[config.mk]
export PLATFORM = sky130hd
export DESIGN_NAME = vga_timing_gen_flat
export DESIGN_NICKNAME = d
export VERILOG_FILES = /design/src/rtl/vga_timing_pkg.sv /design/src/rtl/vga_timing_gen_if.sv /design/src/rtl/vga_pipe_delay.sv /design/src/rtl/vga_timing_gen.sv /design/src/flat_wrapper.sv
export SDC_FILE = /design/constraint.sdc
export NUM_CORES = 1
export LEC_CHECK = 0
export CAP_MARGIN = 5
export CORE_MARGIN = 2
export CORE_UTILIZATION = 53
export DETAILED_ROUTE_END_ITERATION = 10
export GPL_ROUTABILITY_DRIVEN = 1
export PLACE_DENSITY = 0.82
export SYNTH_ARGS = -nofsm -noshare
export SYNTH_HDL_FRONTEND = slang
export SYNTH_SLANG_ARGS = --single-unit
export TNS_END_PERCENT = 10
[constraint.sdc]
create_clock -name clk_40mhz -period 5.6 [get_ports clk_40mhz]
set_input_delay 0.56 -clock clk_40mhz [delete_from_list [all_inputs] [get_ports clk_40mhz]]
set_output_delay 0.56 -clock clk_40mhz [all_outputs]
set_load 0.05 [all_outputs]
[src/rtl/vga_timing_pkg.sv]
// ------------------------------------------------------------------
// vga_timing_pkg : timing-mode constants and helpers for vga_timing_gen
// Revision: 1.0
// ------------------------------------------------------------------
`default_nettype none

package vga_timing_pkg;

    typedef struct packed {
        int unsigned h_sync;
        int unsigned h_bp;
        int unsigned h_active;
        int unsigned h_fp;
        int unsigned v_sync;
        int unsigned v_bp;
        int unsigned v_active;
        int unsigned v_fp;
    } vga_mode_t;

    typedef enum logic [0:0] {
        MODE_SVGA_800X600 = 1'b0,
        MODE_VGA_640X480  = 1'b1
    } vga_mode_e;

    // Control bundle carried through the latency-matching delay line
    typedef struct packed {
        logic hs;
        logic vs;
        logic act;
        logic fs;
        logic ls;
    } vga_ctl_t;

    localparam vga_mode_t MODE_800X600_60 = '{
        h_sync: 128, h_bp: 88, h_active: 800, h_fp: 40,
        v_sync: 4,   v_bp: 23, v_active: 600, v_fp: 1
    };

    localparam vga_mode_t MODE_640X480_60 = '{
        h_sync: 96, h_bp: 48, h_active: 640, h_fp: 16,
        v_sync: 2,  v_bp: 33, v_active: 480, v_fp: 10
    };

    function automatic int unsigned span_total(
        input int unsigned sync_w,
        input int unsigned bp_w,
        input int unsigned active_w,
        input int unsigned fp_w
    );
        return sync_w + bp_w + active_w + fp_w;
    endfunction

    function automatic vga_mode_t mode_lookup(input vga_mode_e sel);
        return (sel == MODE_VGA_640X480) ? MODE_640X480_60 : MODE_800X600_60;
    endfunction

endpackage

`default_nettype wire

[src/rtl/vga_timing_gen_if.sv]
// ------------------------------------------------------------------
// vga_timing_gen_if : pixel-request / VGA-output bundle of vga_timing_gen
// Revision: 1.0
// ------------------------------------------------------------------
`default_nettype none

interface vga_timing_gen_if #(
    parameter int unsigned CW    = 11,
    parameter int unsigned RGB_W = 8
);
    logic [RGB_W-1:0] vga_data;
    logic [CW-1:0]    vga_xide;
    logic [CW-1:0]    vga_yide;
    logic             vga_req;
    logic             vga_hs;
    logic             vga_vs;
    logic             vga_de;
    logic [RGB_W-1:0] vga_rgb;
    logic             frame_start;
    logic             line_start;

    modport master (
        input  vga_data,
        output vga_xide, vga_yide, vga_req,
        output vga_hs, vga_vs, vga_de, vga_rgb,
        output frame_start, line_start
    );

    modport slave (
        output vga_data,
        input  vga_xide, vga_yide, vga_req,
        input  vga_hs, vga_vs, vga_de, vga_rgb,
        input  frame_start, line_start
    );
endinterface

`default_nettype wire

[src/rtl/vga_pipe_delay.sv]
// ------------------------------------------------------------------
// vga_pipe_delay : WIDTH x DEPTH shift register with flush; DEPTH=0 is a wire
// Revision: 1.0
// ------------------------------------------------------------------
`default_nettype none

module vga_pipe_delay #(
    parameter int unsigned      WIDTH   = 1,
    parameter int unsigned      DEPTH   = 1,
    parameter logic [WIDTH-1:0] RST_VAL = '0
) (
    input  wire logic             clk_i,
    input  wire logic             rst_ni,
    input  wire logic             flush_i,
    input  wire logic [WIDTH-1:0] d_i,
    output logic      [WIDTH-1:0] q_o
);

    if (DEPTH == 0) begin : g_wire
        logic w_unused_ctl;
        assign w_unused_ctl = ^{clk_i, rst_ni, flush_i};
        assign q_o          = d_i;
    end else begin : g_shift
        logic [WIDTH-1:0] stage_q [DEPTH];

        // Flush empties every stage at once; nothing in flight survives
        always_ff @(posedge clk_i) begin
            if (!rst_ni || flush_i) begin
                for (int unsigned i = 0; i < DEPTH; i++) begin
                    stage_q[i] <= RST_VAL;
                end
            end else begin
                stage_q[0] <= d_i;
                for (int unsigned i = 1; i < DEPTH; i++) begin
                    stage_q[i] <= stage_q[i-1];
                end
            end
        end

        assign q_o = stage_q[DEPTH-1];
    end

endmodule

`default_nettype wire

[src/rtl/vga_timing_gen.sv]
// ------------------------------------------------------------------
// vga_timing_gen : parametrised VGA timing with pixel-fetch latency alignment
// Revision: 1.0
// ------------------------------------------------------------------
`default_nettype none

module vga_timing_gen
    import vga_timing_pkg::*;
#(
    parameter int unsigned H_SYNC   = MODE_800X600_60.h_sync,
    parameter int unsigned H_BP     = MODE_800X600_60.h_bp,
    parameter int unsigned H_ACTIVE = MODE_800X600_60.h_active,
    parameter int unsigned H_FP     = MODE_800X600_60.h_fp,
    parameter int unsigned V_SYNC   = MODE_800X600_60.v_sync,
    parameter int unsigned V_BP     = MODE_800X600_60.v_bp,
    parameter int unsigned V_ACTIVE = MODE_800X600_60.v_active,
    parameter int unsigned V_FP     = MODE_800X600_60.v_fp,
    parameter bit          HS_POL   = 1'b0,
    parameter bit          VS_POL   = 1'b0,
    parameter int unsigned RGB_W    = 8,
    parameter int unsigned DATA_LAT = 1,
    parameter int unsigned CW       = 11
) (
    input wire logic         clk_40mhz,
    input wire logic         rst_n,
    input wire logic         en,
    vga_timing_gen_if.master bus
);

    localparam int unsigned H_TOTAL = span_total(H_SYNC, H_BP, H_ACTIVE, H_FP);
    localparam int unsigned V_TOTAL = span_total(V_SYNC, V_BP, V_ACTIVE, V_FP);

    localparam logic [CW-1:0] H_LAST     = CW'(H_TOTAL - 1);
    localparam logic [CW-1:0] V_LAST     = CW'(V_TOTAL - 1);
    localparam logic [CW-1:0] H_SYNC_END = CW'(H_SYNC);
    localparam logic [CW-1:0] V_SYNC_END = CW'(V_SYNC);
    localparam logic [CW-1:0] H_ACT0     = CW'(H_SYNC + H_BP);
    localparam logic [CW-1:0] H_ACT1     = CW'(H_SYNC + H_BP + H_ACTIVE);
    localparam logic [CW-1:0] V_ACT0     = CW'(V_SYNC + V_BP);
    localparam logic [CW-1:0] V_ACT1     = CW'(V_SYNC + V_BP + V_ACTIVE);

    localparam vga_ctl_t CTL_IDLE = '{
        hs: ~HS_POL, vs: ~VS_POL, act: 1'b0, fs: 1'b0, ls: 1'b0
    };

    logic [CW-1:0]    hcnt_q, hcnt_d;
    logic [CW-1:0]    vcnt_q, vcnt_d;
    logic             hs_q, vs_q, de_q, fs_q, ls_q;
    logic [RGB_W-1:0] rgb_q;

    logic             w_h_win, w_v_win, w_act;
    vga_ctl_t         w_ctl0, w_ctl_dly;

    // Disabled counters park at (0,0) so re-enabling always starts a fresh frame
    always_comb begin
        hcnt_d = hcnt_q;
        vcnt_d = vcnt_q;
        if (!en) begin
            hcnt_d = '0;
            vcnt_d = '0;
        end else if (hcnt_q == H_LAST) begin
            hcnt_d = '0;
            vcnt_d = (vcnt_q == V_LAST) ? '0 : vcnt_q + CW'(1);
        end else begin
            hcnt_d = hcnt_q + CW'(1);
        end
    end

    always_ff @(posedge clk_40mhz) begin
        if (!rst_n) begin
            hcnt_q <= '0;
            vcnt_q <= '0;
        end else begin
            hcnt_q <= hcnt_d;
            vcnt_q <= vcnt_d;
        end
    end

    assign w_h_win = (hcnt_q >= H_ACT0) && (hcnt_q < H_ACT1);
    assign w_v_win = (vcnt_q >= V_ACT0) && (vcnt_q < V_ACT1);
    assign w_act   = en && w_h_win && w_v_win;

    assign bus.vga_req  = w_act;
    assign bus.vga_xide = w_act ? (hcnt_q - H_ACT0) : '0;
    assign bus.vga_yide = w_act ? (vcnt_q - V_ACT0) : '0;

    // Stage 0 is forced idle while disabled so a zero-depth delay line also goes quiet
    always_comb begin
        w_ctl0 = CTL_IDLE;
        if (en) begin
            w_ctl0.hs  = (hcnt_q < H_SYNC_END) ? HS_POL : ~HS_POL;
            w_ctl0.vs  = (vcnt_q < V_SYNC_END) ? VS_POL : ~VS_POL;
            w_ctl0.act = w_act;
            w_ctl0.fs  = (hcnt_q == '0) && (vcnt_q == '0);
            w_ctl0.ls  = (hcnt_q == '0);
        end
    end

    vga_pipe_delay #(
        .WIDTH   ($bits(vga_ctl_t)),
        .DEPTH   (DATA_LAT),
        .RST_VAL (CTL_IDLE)
    ) u_ctl_dly (
        .clk_i   (clk_40mhz),
        .rst_ni  (rst_n),
        .flush_i (!en),
        .d_i     (w_ctl0),
        .q_o     (w_ctl_dly)
    );

    always_ff @(posedge clk_40mhz) begin
        if (!rst_n) begin
            hs_q  <= ~HS_POL;
            vs_q  <= ~VS_POL;
            de_q  <= 1'b0;
            fs_q  <= 1'b0;
            ls_q  <= 1'b0;
            rgb_q <= '0;
        end else begin
            hs_q  <= w_ctl_dly.hs;
            vs_q  <= w_ctl_dly.vs;
            de_q  <= w_ctl_dly.act;
            fs_q  <= w_ctl_dly.fs;
            ls_q  <= w_ctl_dly.ls;
            rgb_q <= w_ctl_dly.act ? bus.vga_data : '0;
        end
    end

    assign bus.vga_hs      = hs_q;
    assign bus.vga_vs      = vs_q;
    assign bus.vga_de      = de_q;
    assign bus.vga_rgb     = rgb_q;
    assign bus.frame_start = fs_q;
    assign bus.line_start  = ls_q;

endmodule

`default_nettype wire

[src/flat_wrapper.sv]
// flat-port wrapper written by rule: the top's interface ports become plain ports
module vga_timing_gen_flat import vga_timing_pkg::*;
#(
    parameter int unsigned H_SYNC   = MODE_800X600_60.h_sync,
    parameter int unsigned H_BP     = MODE_800X600_60.h_bp,
    parameter int unsigned H_ACTIVE = MODE_800X600_60.h_active,
    parameter int unsigned H_FP     = MODE_800X600_60.h_fp,
    parameter int unsigned V_SYNC   = MODE_800X600_60.v_sync,
    parameter int unsigned V_BP     = MODE_800X600_60.v_bp,
    parameter int unsigned V_ACTIVE = MODE_800X600_60.v_active,
    parameter int unsigned V_FP     = MODE_800X600_60.v_fp,
    parameter bit          HS_POL   = 1'b0,
    parameter bit          VS_POL   = 1'b0,
    parameter int unsigned RGB_W    = 8,
    parameter int unsigned DATA_LAT = 1,
    parameter int unsigned CW       = 11
)
  (clk_40mhz, rst_n, en, bus_vga_data, bus_vga_xide, bus_vga_yide, bus_vga_req, bus_vga_hs, bus_vga_vs, bus_vga_de, bus_vga_rgb, bus_frame_start, bus_line_start);
  vga_timing_gen_if #(.CW(CW), .RGB_W(RGB_W)) bus_i ();
  input wire logic clk_40mhz;
  input wire logic rst_n;
  input wire logic en;
  input wire logic [$bits(bus_i.vga_data)-1:0] bus_vga_data;
  output wire logic [$bits(bus_i.vga_xide)-1:0] bus_vga_xide;
  output wire logic [$bits(bus_i.vga_yide)-1:0] bus_vga_yide;
  output wire logic [$bits(bus_i.vga_req)-1:0] bus_vga_req;
  output wire logic [$bits(bus_i.vga_hs)-1:0] bus_vga_hs;
  output wire logic [$bits(bus_i.vga_vs)-1:0] bus_vga_vs;
  output wire logic [$bits(bus_i.vga_de)-1:0] bus_vga_de;
  output wire logic [$bits(bus_i.vga_rgb)-1:0] bus_vga_rgb;
  output wire logic [$bits(bus_i.frame_start)-1:0] bus_frame_start;
  output wire logic [$bits(bus_i.line_start)-1:0] bus_line_start;
  assign bus_i.vga_data = bus_vga_data;
  assign bus_vga_xide = bus_i.vga_xide;
  assign bus_vga_yide = bus_i.vga_yide;
  assign bus_vga_req = bus_i.vga_req;
  assign bus_vga_hs = bus_i.vga_hs;
  assign bus_vga_vs = bus_i.vga_vs;
  assign bus_vga_de = bus_i.vga_de;
  assign bus_vga_rgb = bus_i.vga_rgb;
  assign bus_frame_start = bus_i.frame_start;
  assign bus_line_start = bus_i.line_start;
  vga_timing_gen #(.H_SYNC(H_SYNC), .H_BP(H_BP), .H_ACTIVE(H_ACTIVE), .H_FP(H_FP), .V_SYNC(V_SYNC), .V_BP(V_BP), .V_ACTIVE(V_ACTIVE), .V_FP(V_FP), .HS_POL(HS_POL), .VS_POL(VS_POL), .RGB_W(RGB_W), .DATA_LAT(DATA_LAT), .CW(CW)) u_core (.clk_40mhz(clk_40mhz), .rst_n(rst_n), .en(en), .bus(bus_i));
endmodule
# == Word-level counts from Yosys, hierarchy flattened ==
# Memory sizes are Yosys's and may differ from the RTL's.
# Index checks and enable logic that the tools add are counted.
# totals
regBits,35
mem_bits_rw,5
input_bits,11
out_inout_bits,36
wordCells,48
n_memories,1
# op_classes
n_addsub,4
n_lt_le_gt_ge,6
eq_ne,2
n_mux,11
n_bitwise,2
reduce_logical,14
# mem_list
memory,words,word_bits,read_ports,rd_ports_with_merged_regs,wr,line_no,rtl
u_core.u_ctl_dly.g_shift.stage_q,1,5,1,0,1,vga_pipe_delay.sv:24,logic [WIDTH-1:0] stage_q [DEPTH];
# op_table
op,n
two-way mux 11 bit,3
"adder 11 x 1 -> 11 bit, second input constant",2
zero test 11 bit,2
"< comparator 11 x 10 -> 1 bit, second input constant",2
"equality test 11 x 10 -> 1 bit, second input constant",1
"equality test 11 bit, second input constant",1
"greater-or-equal comparator 11 x 5 -> 1 bit, second input constant",1
"greater-or-equal comparator 11 x 8 -> 1 bit, second input constant",1
"< comparator 11 x 3 -> 1 bit, second input constant",1
"< comparator 11 x 8 -> 1 bit, second input constant",1
"subtractor 11 x 5 -> 11 bit, second input constant",1
"subtractor 11 x 8 -> 11 bit, second input constant",1
two-way mux 5 bit,2
two-way mux 1 bit,6
logical AND 1 bit,5
OR reduction 5 bit,1
AND reduction 2 bit,2
OR reduction 3 bit,1
zero test 1 bit,2
inverter 1 bit,2
logical OR 1 bit,1

# == Longest topological paths before layout ==
# logic_depth
word_depth,6
mapped_depth,7
depth_no_buf,6

# == Hierarchy ==
# Synthesis repeated with hierarchy kept, for this count alone.
# hier_totals
cells_unflattened,249
hier_area_um2,2049.5
# modules_own_cells
module,instances,cells_each,area_each_um2,seq_area_each_um2
vga_timing_gen,1,239,1901.8,700.7
vga_pipe_delay,1,10,147.6,100.1

# == Worst setup path after synthesis ==
# OpenSTA, ideal clock, no wires.
# synth_timing
path_kind,register -> output
startpoint,register u_core.hcnt_q[3]
endpoint,output bus_vga_xide[5]
arrival_ps,2595
slack_ps,2445
stages_incl_launch_ff,6
path_buffers,0
path_cell_list,dfxtp_1 -> ha_1 -> o211ai_1 -> a2111oi_4 -> o2111ai_2 -> a211oi_1
# synth_via
elab_chain_len,5
# synth_rtl
element,line_no,rtl
start: declaration,vga_timing_gen.sv:46,"logic [CW-1:0] hcnt_q, hcnt_d;"
start signal: assignment,vga_timing_gen.sv:74,hcnt_q <= hcnt_d;
greater-or-equal comparator 11 x 8 -> 1 bit or < comparator 11 x 10 -> 1 bit (tied branches),vga_timing_gen.sv:79,assign w_h_win = (hcnt_q >= H_ACT0) && (hcnt_q < H_ACT1);
logical AND 1 bit,vga_timing_gen.sv:79,
logical AND 1 bit (2 in a row),vga_timing_gen.sv:81,assign w_act = en && w_h_win && w_v_win;
two-way mux 11 bit *,vga_timing_gen.sv:84,assign bus.vga_xide = w_act ? (hcnt_q - H_ACT0) : '0;
end: declaration,flat_wrapper.sv:24,output wire logic [$bits(bus_i.vga_xide)-1:0] bus_vga_xide;
# Every way passes the cells marked *; elsewhere a longest branch is shown, timed or not.

# == Final worst setup path ==
# Ends and elaborated chain as after synthesis.

==> run_results.csv <==
group,metric,value,unit
layout,final_cell_mix,"clkdlybuf4s50_1 (46), dfxtp_1 (40), nor2_1 (23)",
detailed_routing,vias,1897,
cts,htreeDepth,2,
detailed_routing,wirelength,4780,um
yosys,synth.avg_cell_area,8.76,um2
critical_path,path_max_fanout,16,
yosys,async_flop_share,0,%
cts,cts_sinks,40,
layout,layout-drive-gt1-share,11.1,%
sta,skew,0.00438,ns
cts,numCtsBuffers,5,
sta,tightest_slew,1.21,ns
placement,dp_cells,329,
floorplan,rows,23,
sta,fin_crit_sh,70.9,%
cts,postCtsSetupRepairBufs,0,
layout,layout.cells.most_common,"clkdlybuf4s50_1",
run,drv_cap,0,
sta,rsz0062_at_grt,"false",
cts,postCtsHoldBufs,0,
power,power_density,198,nW/um2
sta,period_minus_slack,3.97,ns
cts,clkTransAtPathRegs,0.08,ns
yosys,synthMuxAreaShare,0,%
critical_path,worstSetupStartpointType,"flop",
yosys,synth_compound_area_share,10.8,%
power,ir_worst_vdd,132,uV
grt,grt_pass1_vias,1722,
critical_path,cp_data_arrival_time,3.41,ns
yosys,yosys_warnings,0,
sta,slew_viol_final,0,
cts,cts_tree,"built",
layout,diodes,0,
power,p_leak,1.00,nW
critical_path,path_class,"flop to output pin",
sta,setup_viol,0,
cts,cts_root_buf,"clkbuf_8",
floorplan,die_area,4730,um2
layout,final_nets,302,
yosys,synth_xor_area_share,9.06,%
yosys,synthCells,254,
yosys,synth_top_family_by_area,"simple AND/OR/NAND/NOR gates",
detailed_routing,remaining_drc_errors,0,
grt,grt_pass1_wl,8070,um
layout,area_growth,23.3,%
layout,multiInputGateArea,1280,um2
detailed_routing,firstDrtPassIters,4,
yosys,syn_nets,270,
detailed_routing,ant_nets,0,
floorplan,core-area,4030,um2
status,status,"finished clean",
floorplan,start_util,55.2,%
cts,clk_latency,0.29,ns
yosys,synth.distinct_cells,43,
floorplan,die_h,68.8,um
detailed_routing,drt_iter0_drc,97,
placement,routabilityCongestion,0.910,
layout,seq_area,801,um2
grt,grt_start_max_net_pins,25,
layout,n_fill_cell,341,
yosys,synth-seq-cells,40,
detailed_routing,wl_per_cell,14.2,um
sta,relSlewSlack,19.5,%
placement,dp_hpwl,3350,um
floorplan,die_x,68.8,um
yosys,synth-edff-count,0,
critical_path,rrSetupSlack,3.30,ns
floorplan,ioPinCount,47,
critical_path,critPathRequiredTime,5.04,ns
yosys,synth_fa_ha_area_share,2.81,%
placement,io_buffers,46,
min_path,hp-class,"flop to flop",
cts,clock_path_buffers,2,
grt,grt_usage,22.6,%
sta,tns,0,ns
layout,fin_util,68.1,%
grt,grt_remaining_overflow,0,
yosys,seq_area_frac_synth,36.0,%
detailed_routing,vias_per_cell,5.63,
sta,fmax,252,MHz
sta,hold_viol_final,0,
critical_path,cp-end-kind,"output pin",
yosys,synth-simple-area-share,35.1,%
grt,grt_antenna_before_repair,0,
layout,layoutNonFillerInstCount,337,
cts,ctsResizeCount,0,
yosys,ys.flop_type,"dfxtp_1",
yosys,syn_area,2220,um2
[cell families (layout without fill, tap and decap cells)]
group           count (synthesis)  in the layout
xor+xnor                       23             23
compound gates                 35             35
fa+ha+maj                       5              5
buf+inv                        27             60
flops                          40             40
simple gates                  124            124
[cell type report]
| cell class | instances | area share (%) |
|---|---|---|
| multi-input cells | 187 | 46.9 |
| flip-flops and latches | 40 | 29.2 |
| repair buffers | 47 | 17.1 |
| clock buffers | 6 | 2.65 |
| well taps | 50 | 2.28 |
| clock inverters | 2 | 1.28 |
| inverters | 5 | 0.684 |
[final timing paths]
check	start	end	cells past startpoint
worst max-delay path	u_core.hcnt_q[3]	bus_vga_xide[5]	7
worst min-delay path	u_core.u_ctl_dly.g_shift.stage_q[0][4]	u_core.bus.vga_hs	1
worst max register to register	u_core.hcnt_q[3]	u_core.u_ctl_dly.g_shift.stage_q[0][2]	6
worst min register to register	u_core.u_ctl_dly.g_shift.stage_q[0][4]	u_core.bus.vga_hs	1
[registers in the layout (all words and copies together), names as in the netlist]
| register | cells |
|---|---|
| u_core.hcnt_q | 11 |
| u_core.vcnt_q | 11 |
| u_core.bus.vga_rgb | 8 |
| u_core.u_ctl_dly.g_shift.stage_q | 5 |
| u_core.bus.frame_start | 1 |
| u_core.bus.line_start | 1 |
| u_core.bus.vga_de | 1 |
| u_core.bus.vga_hs | 1 |
| u_core.bus.vga_vs | 1 |
[critical path, cell delays in order (launching register included)]
cell and delay [ns]:
dfxtp_1 0.47, ha_1 0.29, o211ai_1 0.18, a2111oi_4 0.35, o2111ai_2 0.41, buf_4 0.36
a211oi_1 0.21, clkdlybuf4s50_1 0.84
[per-stage QoR]
step / setup slack (ns) / area [um2] / total power, mW / hold WS [ns]
2_1_floorplan: 2.44 / 2220 / 0.307 / 0.386
3_3_place_gp: 1.94 / 2640 / 0.318 / 0.388
3_5_place_dp: 1.85 / 2640 / 0.319 / 0.397
4_1_cts: 1.61 / 2740 / 0.546 / 0.412
5_1_grt: 1.44 / 2740 / 0.563 / 0.434
6_report: 1.63 / 2740 / 0.542 / 0.412
[Yosys cell counts, drive strengths merged (2+ instances only)]
library cell  instances  area [um2]
and3                 11        68.8
clkbuf                7        26.3
dfxtp                40         801
xor2                 17         149
nor3                 22         205
o31ai                 2        15.0
or3                   5        31.3
and2                  6        37.5
o211ai                2        15.0
buf                  15        93.8
a21oi                11        55.1
nand3                 7        35.0
ha                    5        62.6
a311oi                2        17.5
xnor2                 6        52.6
nor3b                 3        22.5
inv                   5        18.8
nor4                  2        12.5
o21ai                 9        45.0
a31oi                 2        12.5
nand2                20        75.1
nor2                 24        97.6
nand2b                2        12.5
o22ai                 2        12.5
and4                  6        52.6
a211oi                2        15.0
nand4                 8        65.1
[where the power goes]
| group | total, mW | leakage, nW | internal (mW) | switching [mW] |
|---|---|---|---|---|
| logic | 0.0231 | 0.622 | 0.0106 | 0.0125 |
| registers | 0.289 | 0.324 | 0.288 | 0.00133 |
| clock network | 0.230 | 0.0552 | 0.132 | 0.0975 |
| total | 0.542 | 1.00 | 0.430 | 0.111 |
[routing by layer]
layer | track usage, % | up-vias | part of all wire (%)
met3 | 3.73 | 7 | 7.6
li1 | - | 956 | -
met2 | 38.1 | 60 | 45
met5 | 0 | - | 0
met4 | 7.35 | 0 | 1.6
met1 | 29.4 | 874 | 45
No activity file was read; power rests on OpenSTA's default activity.
